`config.mk`:
```
export PLATFORM = sky130hd
export DESIGN_NAME = mem_port_arbiter_flat
export DESIGN_NICKNAME = d
export VERILOG_FILES = /design/src/rtl/arb_pkg.sv /design/src/rtl/mem_port_arbiter_if.sv /design/src/rtl/rr_pick2.sv /design/src/rtl/mem_port_arbiter.sv /design/src/flat_wrapper.sv
export SDC_FILE = /design/constraint.sdc
export NUM_CORES = 1
export LEC_CHECK = 0
export BUFFER_PORTS_ARGS = -buffer_cell sky130_fd_sc_hd__buf_2
export CAP_MARGIN = 20
export CORE_ASPECT_RATIO = 1.1
export CORE_MARGIN = 4
export CORE_UTILIZATION = 46
export CTS_CLUSTER_DIAMETER = 80
export DETAILED_ROUTE_END_ITERATION = 10
export PLACE_DENSITY = 0.9
export SLEW_MARGIN = 15
export SYNTH_ARGS = -nofsm -noshare
export SYNTH_HDL_FRONTEND = slang
export SYNTH_SLANG_ARGS = --single-unit
```
`constraint.sdc`:
```
create_clock -name clk -period 4.9 [get_ports clk]
set_input_delay 0.49 -clock clk [delete_from_list [all_inputs] [get_ports clk]]
set_output_delay 0.49 -clock clk [all_outputs]
set_load 0.01 [all_outputs]
```
`src/rtl/arb_pkg.sv`:
```
// Shared encodings for the memory port arbiter: FSM states, owner ids, wait counter width.
package arb_pkg;

    localparam int unsigned CNT_W = 4;

    typedef enum logic [1:0] {
        IDLE   = 2'b00,
        ACCESS = 2'b01,
        RESP   = 2'b10
    } arb_state_t;

    localparam logic OWN_CPU = 1'b0;
    localparam logic OWN_EXT = 1'b1;

endpackage

```
`src/rtl/mem_port_arbiter_if.sv`:
```
// Requester and memory-side signals of the shared memory port arbiter.
interface mem_port_arbiter_if #(
    parameter int unsigned ADDR_W = 32,
    parameter int unsigned DATA_W = 32
);
    logic              cpu_req;
    logic              cpu_we;
    logic [ADDR_W-1:0] cpu_addr;
    logic [DATA_W-1:0] cpu_wdata;
    logic              cpu_gnt;
    logic              cpu_done;
    logic              ext_req;
    logic              ext_we;
    logic [ADDR_W-1:0] ext_addr;
    logic [DATA_W-1:0] ext_wdata;
    logic              ext_gnt;
    logic              ext_done;
    logic [DATA_W-1:0] rdata;
    logic [ADDR_W-1:0] mem_addr;
    logic [DATA_W-1:0] mem_wdata;
    logic              mem_we;
    logic [DATA_W-1:0] mem_rdata;

    // Requesters and memory model side
    modport master (
        output cpu_req, cpu_we, cpu_addr, cpu_wdata,
        output ext_req, ext_we, ext_addr, ext_wdata, mem_rdata,
        input  cpu_gnt, cpu_done, ext_gnt, ext_done, rdata,
        input  mem_addr, mem_wdata, mem_we
    );

    // Arbiter side
    modport slave (
        input  cpu_req, cpu_we, cpu_addr, cpu_wdata,
        input  ext_req, ext_we, ext_addr, ext_wdata, mem_rdata,
        output cpu_gnt, cpu_done, ext_gnt, ext_done, rdata,
        output mem_addr, mem_wdata, mem_we
    );
endinterface

```
`src/rtl/rr_pick2.sv`:
```
// Combinational two-way picker: round-robin on a tie, or CPU-always-wins when
// ARB_FIXED_PRIO_EN is defined.
module rr_pick2
    import arb_pkg::*;
(
    input  logic [1:0] req,
    input  logic       last_owner,
    output logic       valid,
    output logic       winner
);

`ifdef ARB_FIXED_PRIO_EN
    logic unused_last_owner;
    assign unused_last_owner = last_owner;
`endif

    always_comb begin
        valid  = |req;
        winner = OWN_CPU;
        if (req == 2'b10) begin
            winner = OWN_EXT;
        end else if (req == 2'b11) begin
`ifdef ARB_FIXED_PRIO_EN
            winner = OWN_CPU;
`else
            winner = ~last_owner;
`endif
        end
    end

endmodule

```
`src/rtl/mem_port_arbiter.sv`:
```
// Shares one memory port between the CPU and the external loader with a fixed-latency
// IDLE/ACCESS/RESP sequence. ARB_FIXED_PRIO_EN switches tie-breaking to CPU priority.
module mem_port_arbiter
    import arb_pkg::*;
#(
    parameter int unsigned ADDR_W      = 32,
    parameter int unsigned DATA_W      = 32,
    parameter int unsigned WAIT_CYCLES = 1
) (
    input logic               clk,
    input logic               reset,
    mem_port_arbiter_if.slave bus
);

    if (WAIT_CYCLES < 1 || WAIT_CYCLES > 15) begin : g_bad_wait_cycles
        $error("mem_port_arbiter: WAIT_CYCLES must be within 1..15");
    end

    arb_state_t        state, state_nxt;
    logic              owner, owner_nxt;
    logic              last_owner, last_nxt;
    logic [CNT_W-1:0]  cnt, cnt_nxt;
    logic [ADDR_W-1:0] addr_q, addr_nxt;
    logic [DATA_W-1:0] wdata_q, wdata_nxt;
    logic              we_q, we_nxt;
    logic [DATA_W-1:0] rdata_q, rdata_nxt;
    logic              mem_we_q, mem_we_nxt;
    logic              cpu_gnt_q, cpu_gnt_nxt;
    logic              ext_gnt_q, ext_gnt_nxt;
    logic              cpu_done_q, cpu_done_nxt;
    logic              ext_done_q, ext_done_nxt;
    logic              pick_valid;
    logic              pick_winner;

    rr_pick2 u_pick (
        .req        ({bus.ext_req, bus.cpu_req}),
        .last_owner (last_owner),
        .valid      (pick_valid),
        .winner     (pick_winner)
    );

    // Next state plus next values of every registered output
    always_comb begin
        state_nxt  = state;
        owner_nxt  = owner;
        last_nxt   = last_owner;
        cnt_nxt    = cnt;
        addr_nxt   = addr_q;
        wdata_nxt  = wdata_q;
        we_nxt     = we_q;
        rdata_nxt  = rdata_q;
        mem_we_nxt = 1'b0;

        unique case (state)
            IDLE: begin
                if (pick_valid) begin
                    state_nxt = ACCESS;
                    owner_nxt = pick_winner;
                    cnt_nxt   = CNT_W'(WAIT_CYCLES - 1);
                    if (pick_winner == OWN_EXT) begin
                        addr_nxt  = bus.ext_addr;
                        wdata_nxt = bus.ext_wdata;
                        we_nxt    = bus.ext_we;
                    end else begin
                        addr_nxt  = bus.cpu_addr;
                        wdata_nxt = bus.cpu_wdata;
                        we_nxt    = bus.cpu_we;
                    end
                    // Write strobe only during the first access cycle
                    mem_we_nxt = we_nxt;
                end
            end
            ACCESS: begin
                if (cnt == '0) begin
                    state_nxt = RESP;
                    last_nxt  = owner;
                    if (!we_q) begin
                        rdata_nxt = bus.mem_rdata;
                    end
                end else begin
                    cnt_nxt = cnt - CNT_W'(1);
                end
            end
            RESP:    state_nxt = IDLE;
            default: state_nxt = IDLE;
        endcase

        cpu_gnt_nxt  = (state_nxt != IDLE) && (owner_nxt == OWN_CPU);
        ext_gnt_nxt  = (state_nxt != IDLE) && (owner_nxt == OWN_EXT);
        cpu_done_nxt = (state_nxt == RESP) && (owner_nxt == OWN_CPU);
        ext_done_nxt = (state_nxt == RESP) && (owner_nxt == OWN_EXT);
    end

    always_ff @(posedge clk or posedge reset) begin
        if (reset) begin
            state      <= IDLE;
            owner      <= OWN_CPU;
            last_owner <= OWN_EXT;
            cnt        <= '0;
            addr_q     <= '0;
            wdata_q    <= '0;
            we_q       <= 1'b0;
            rdata_q    <= '0;
            mem_we_q   <= 1'b0;
            cpu_gnt_q  <= 1'b0;
            ext_gnt_q  <= 1'b0;
            cpu_done_q <= 1'b0;
            ext_done_q <= 1'b0;
        end else begin
            state      <= state_nxt;
            owner      <= owner_nxt;
            last_owner <= last_nxt;
            cnt        <= cnt_nxt;
            addr_q     <= addr_nxt;
            wdata_q    <= wdata_nxt;
            we_q       <= we_nxt;
            rdata_q    <= rdata_nxt;
            mem_we_q   <= mem_we_nxt;
            cpu_gnt_q  <= cpu_gnt_nxt;
            ext_gnt_q  <= ext_gnt_nxt;
            cpu_done_q <= cpu_done_nxt;
            ext_done_q <= ext_done_nxt;
        end
    end

    assign bus.cpu_gnt   = cpu_gnt_q;
    assign bus.ext_gnt   = ext_gnt_q;
    assign bus.cpu_done  = cpu_done_q;
    assign bus.ext_done  = ext_done_q;
    assign bus.mem_we    = mem_we_q;
    assign bus.mem_addr  = addr_q;
    assign bus.mem_wdata = wdata_q;
    assign bus.rdata     = rdata_q;

endmodule

```
`src/flat_wrapper.sv`:
```
// flat-port wrapper written by rule: the top's interface ports become plain ports
module mem_port_arbiter_flat import arb_pkg::*;
#(
    parameter int unsigned ADDR_W      = 32,
    parameter int unsigned DATA_W      = 32,
    parameter int unsigned WAIT_CYCLES = 1
)
  (clk, reset, bus_cpu_req, bus_cpu_we, bus_cpu_addr, bus_cpu_wdata, bus_ext_req, bus_ext_we, bus_ext_addr, bus_ext_wdata, bus_mem_rdata, bus_cpu_gnt, bus_cpu_done, bus_ext_gnt, bus_ext_done, bus_rdata, bus_mem_addr, bus_mem_wdata, bus_mem_we);
  mem_port_arbiter_if #(.ADDR_W(ADDR_W), .DATA_W(DATA_W)) bus_i ();
  input logic clk;
  input logic reset;
  input wire logic [$bits(bus_i.cpu_req)-1:0] bus_cpu_req;
  input wire logic [$bits(bus_i.cpu_we)-1:0] bus_cpu_we;
  input wire logic [$bits(bus_i.cpu_addr)-1:0] bus_cpu_addr;
  input wire logic [$bits(bus_i.cpu_wdata)-1:0] bus_cpu_wdata;
  input wire logic [$bits(bus_i.ext_req)-1:0] bus_ext_req;
  input wire logic [$bits(bus_i.ext_we)-1:0] bus_ext_we;
  input wire logic [$bits(bus_i.ext_addr)-1:0] bus_ext_addr;
  input wire logic [$bits(bus_i.ext_wdata)-1:0] bus_ext_wdata;
  input wire logic [$bits(bus_i.mem_rdata)-1:0] bus_mem_rdata;
  output wire logic [$bits(bus_i.cpu_gnt)-1:0] bus_cpu_gnt;
  output wire logic [$bits(bus_i.cpu_done)-1:0] bus_cpu_done;
  output wire logic [$bits(bus_i.ext_gnt)-1:0] bus_ext_gnt;
  output wire logic [$bits(bus_i.ext_done)-1:0] bus_ext_done;
  output wire logic [$bits(bus_i.rdata)-1:0] bus_rdata;
  output wire logic [$bits(bus_i.mem_addr)-1:0] bus_mem_addr;
  output wire logic [$bits(bus_i.mem_wdata)-1:0] bus_mem_wdata;
  output wire logic [$bits(bus_i.mem_we)-1:0] bus_mem_we;
  assign bus_i.cpu_req = bus_cpu_req;
  assign bus_i.cpu_we = bus_cpu_we;
  assign bus_i.cpu_addr = bus_cpu_addr;
  assign bus_i.cpu_wdata = bus_cpu_wdata;
  assign bus_i.ext_req = bus_ext_req;
  assign bus_i.ext_we = bus_ext_we;
  assign bus_i.ext_addr = bus_ext_addr;
  assign bus_i.ext_wdata = bus_ext_wdata;
  assign bus_i.mem_rdata = bus_mem_rdata;
  assign bus_cpu_gnt = bus_i.cpu_gnt;
  assign bus_cpu_done = bus_i.cpu_done;
  assign bus_ext_gnt = bus_i.ext_gnt;
  assign bus_ext_done = bus_i.ext_done;
  assign bus_rdata = bus_i.rdata;
  assign bus_mem_addr = bus_i.mem_addr;
  assign bus_mem_wdata = bus_i.mem_wdata;
  assign bus_mem_we = bus_i.mem_we;
  mem_port_arbiter #(.ADDR_W(ADDR_W), .DATA_W(DATA_W), .WAIT_CYCLES(WAIT_CYCLES)) u_core (.clk(clk), .reset(reset), .bus(bus_i));
endmodule
```
Yosys cells after proc, flatten, opt, wreduce, memory -nomap -nowiden
Index checks and enable logic that the tools add are counted.

operators by class
  add/sub/neg operators = 1
  equal/unequal tests = 6
  muxes and demuxes = 15
  bitwise gates (word level) = 3
  reduce and logical (&&, ||, !) cells = 13

operators with widths
  kind                   count
  $mux W32               2
  $mux W4                2
  $pmux W4 S2            1
  $mux W1                7
  $eq A2 B2 Y1 const B   3
  $reduce_and A3 Y1      2
  $logic_and A1 B1 Y1    4
  $logic_not A4 Y1       1
  $mux W2                2
  $pmux W2 S2            1
  $reduce_and A2 Y1      2
  $reduce_bool A2 Y1     2
  $sub A4 B1 Y4 const B  1
  $not A1 Y1             3
  $eq A2 B1 Y1 const B   1
  $logic_not A2 Y1       1
  $ne A2 B1 Y1 const B   1
  $ne A2 B2 Y1 const B   1
  $reduce_or A2 Y1       1

storage, ports and cells
  bits in registers = 110
  input bits = 166

Depth between registers and ports, before layout
  word-level depth = 7
  gate-level depth with buffers = 7
  gate-level depth less buffers = 5

Hierarchy
Synthesis repeated with hierarchy kept, for this count alone.

unflattened totals
  cells, all modules = 407
  area total of the unflattened synthesis = 4873.4 um^2

by module, submodules not included
  module            times used  cells each  area each (um^2)  sequential area each (um^2)
  mem_port_arbiter  1           405         4859.7            2753.9
  rr_pick2          1           2           13.8              0.0

Worst setup path after synthesis
No wires, ideal clock.

  kind = register -> register
  start = register u_core.state[0]
  end = register u_core.rdata_q[0] (netlist: u_core.bus.rdata[0])
  arrival = 1.726 ns
  slack = 3.049 ns
  stages on the path, launching flop included = 7
  clock period less this slack = 1.851 ns
  cells stage by stage = dfrtp_1 buf_4 or3b_1 or3_1 buf_6 buf_12 mux2_4

between the ends
  longest elaborated chain between the ends = 2

RTL lines
  what                                RTL line                 RTL
  start: declaration                  mem_port_arbiter.sv:19   arb_state_t state, state_nxt;
  start signal: assignment            mem_port_arbiter.sv:110  state <= state_nxt;
  $eq A2 B1 Y1                        mem_port_arbiter.sv:54   unique case (state)
  $reduce_and A3 Y1 (no source line)  n/a
  end signal: assignment              mem_port_arbiter.sv:117  rdata_q <= rdata_nxt;
  end: declaration                    mem_port_arbiter.sv:26   logic [DATA_W-1:0] rdata_q, rdata_nxt;

No other way between the ends.
A chain may end at the register's enable or synchronous reset.

Worst setup path after layout
  start = register u_core.state[0]
  end = register u_core.rdata_q[4] (netlist: u_core.bus.rdata[4])

Same word-level chain as after synthesis.

==> flow_metrics.tcl <==
set metrics [dict create \
    outcome "finished, final reports clean" \
    clock_tree_sinks 110 \
    number_of_antenna_violations_at_the_first_check_in_global_routing 0 \
    ys_async_sr_fraction_pct 100 \
    first_global_vias 4607 \
    coreArea_sq_um 10500 \
    synthMuxAreaShare_pct 22.9 \
    setup_total_negative_slack_ns 0 \
    timing.critical_path.slowest_stage_cell "sky130_fd_sc_hd__or3_2" \
    total_detailed_routing_wirelength_um 13500 \
    synth-seq-cells 110 \
    worstPathCellList "or3b_1, or3_2, mux2_4" \
    routed-via-count 4234 \
    grt_util_met2_pct 38.9 \
    detail_route.vias_per_cell 5.21 \
    cellPowerDensity_nw_per_um2 619 \
    grt_overflow 0 \
    global_route.usage.met1_pct 24.3 \
    combinational_family_with_the_most_area_after_synthesis "multiplexers" \
    timing.critical_path.fanout_max 32 \
    cts-root-buf "sky130_fd_sc_hd__clkbuf_16" \
    grt_max_degree 69 \
    buffer_ports.inserted 266 \
    cts_max_path_buffers 2 \
    grt_overall_usage_pct 21.3 \
    wl_per_cell_um 16.6 \
    worstPathRequired_ns 5.12 \
    dpl_cell_area_sq_um 6390 \
    syn_inst 418 \
    cts_tree "done" \
    timing.final.crit_period_ns 2.38 \
    yosys.area_share.adder_pct 0.500 \
    busiest_layer "met2" \
    number_of_flops_mapped_to_enable_cells_by_yosys 0 \
    cp-end-kind "flip-flop" \
    final.setup.worst_slack_ns 2.52 \
    reg2reg_slack_ns 2.52 \
    dpl_worst_slack_ns 2.46 \
    global_route.usage.met3_pct 4.95 \
    ys_seq_area_share_pct 55.1 \
    synthFlopType "sky130_fd_sc_hd__dfrtp_1" \
    drtPass1Iterations 5 \
    areaGrowthSynthToFinish_pct 34.2 \
    cts-buffers-inserted 9 \
    synth_top_cell_by_area "sky130_fd_sc_hd__dfrtp_1" \
    hpwl_um 9970 \
    cp_slowest_stage_delay_ns 0.91 \
    finalInstanceArea_sq_um 6720 \
    diodes 0 \
    rsz0062_at_grt "false" \
    synthTopCellsByArea "sky130_fd_sc_hd__dfrtp_1, sky130_fd_sc_hd__o21ai_0, sky130_fd_sc_hd__mux2i_1" \
    final_net_count 833 \
    ctsResizeCount 0 \
    grt_first_pass_wirelength_um 22000 \
    post_synth_xor_area_fraction_pct 0 \
    critPathArrivalTime_ns 2.60 \
    final_layout_size_suffix_gt1_share_pct 48.4 \
    hold_violations 0 \
    place.gp.congestion 0.798 \
    start_kind "flip-flop" \
    finalSetupViolCount 0 \
    mostFrequentLayoutCells "sky130_fd_sc_hd__buf_2, sky130_fd_sc_hd__o21ai_0, sky130_fd_sc_hd__dfrtp_1, sky130_fd_sc_hd__mux2i_1, sky130_fd_sc_hd__mux2_4" \
    detail_route.drc_violations 0 \
    fillers 810 \
    cts_hold_buf 0 \
    min-delay-path-class "in2async" \
    drt_iter0_markers 221 \
    report.final.slew_viol_count 0 \
    cts_max_level 3 \
    total_leakage_power_nw 3.61 \
    cell_area_synth_sq_um 5000 \
    core.rowCount 39 \
    die_width_um 107 \
    synth_largest_type_area_fraction_pct 54.5 \
    timing.max_slew.rel_slack_pct 30.5 \
    dieHeight_um 117 \
    boundaryPins 267 \
    syn_area_per_cell_sq_um 12.0 \
    fp.dieArea_sq_um 12600 \
    crit_type "reg2reg" \
    synth-compound-area-share_pct 14.6 \
    finalCritPeriodShare_pct 48.6 \
    worst_slew_pin_slew_ns 1.04 \
    route.antenna.remaining_nets 0 \
    cap_viol_max_count 0 \
    layout_commonest_cell "sky130_fd_sc_hd__buf_2" \
    timing.hold.ws_ns 0.252 \
    synth_nets 586 \
    insertion_delay_to_the_later_sink_of_the_worst_skew_pair_ns 0.34 \
    cts.reportedPaths.clkPinSlew_ns 0.08 \
    peakVddDrop_uv 294 \
    start_util_pct 47.7 \
    clock_skew_ns 0.0117 \
    post_synth_num_cell_types 30 \
    fmaxAchievable_ghz 0.420 \
    cts_post_setup_buffers_inserted 0 \
    synth_simple_gate_area_share_pct 2.73 \
    yosys_warnings 0 \
]
## critical path: cells and delay by family (launching register included)
kind,cells,cell delay [ns]
flops,1,0.47
mux,1,0.46
simple gates,2,1.33
## Yosys cell counts, drive strengths merged (2+ instances only)
cell,count
nand2,4
clkbuf,22
nand2b,2
ha,2
nand3b,2
or3,2
nor2b,3
mux2,32
a21oi,4
nor2,7
dfrtp,109
mux2i,67
inv,4
o21ai,136
buf,12
## final timing paths
| check | start | end | cells after the start |
|---|---|---|---|
| max | u_core.state[0] | u_core.bus.rdata[4] | 3 |
| min | reset | u_core.bus.ext_done | 2 |
| max reg2reg | u_core.state[0] | u_core.bus.rdata[4] | 3 |
| min reg2reg | u_core.bus.rdata[28] | u_core.bus.rdata[28] | 1 |
| max in group asynchronous | reset | u_core.bus.mem_wdata[31] | 3 |
| min in group clk | bus_mem_rdata[7] | u_core.bus.rdata[7] | 2 |
## logic make-up after synthesis
logic type                 after synthesis
and+or+nand+nor                         25
AOI/OAI and AO/OA                      144
adders and majority gates                2
muxes                                   99
DFF                                    110
buffers and inverters                   38
## state kept, by name (all words and copies together), names as in the netlist, 2 cells and up
name	cells
u_core.bus.mem_addr	32
u_core.bus.mem_wdata	32
u_core.bus.rdata	32
u_core.cnt	4
u_core.state	2
## cell type report
class | count | area (sq um) | share of cell area [%]
flip-flops and latches | 110 | 2750 | 41.0
multi-input cells | 270 | 2060 | 30.7
repair buffers | 270 | 1380 | 20.6
clock buffers | 10 | 229 | 3.41
well taps | 143 | 179 | 2.66
clock inverters | 6 | 91.3 | 1.36
inverters | 4 | 17.5 | 0.261
## routing by layer
layer	wire length [um]	vias to the layer above	share of wire, %
li1	-	1985	-
met1	5120	2041	38
met2	7190	189	53
met3	1010	19	7.5
met4	174	0	1.3
met5	0	-	0
## through the flow
step                      std cells  power, W  utilization [%]
after global placement          796   0.00329             60.7
after CTS                       813   0.00419             64.0
after detailed placement        797   0.00339             61.0
final                           813   0.00415             64.0
after floorplan                 418   0.00271                -
after global routing            813   0.00444             64.0
## power by group
group          internal [W]  switching (W)
registers           0.00136       0.000239
clock network      0.000453       0.000333
logic              0.000828       0.000943
total               0.00264        0.00152
No activity file was read; power rests on OpenSTA's default activity.
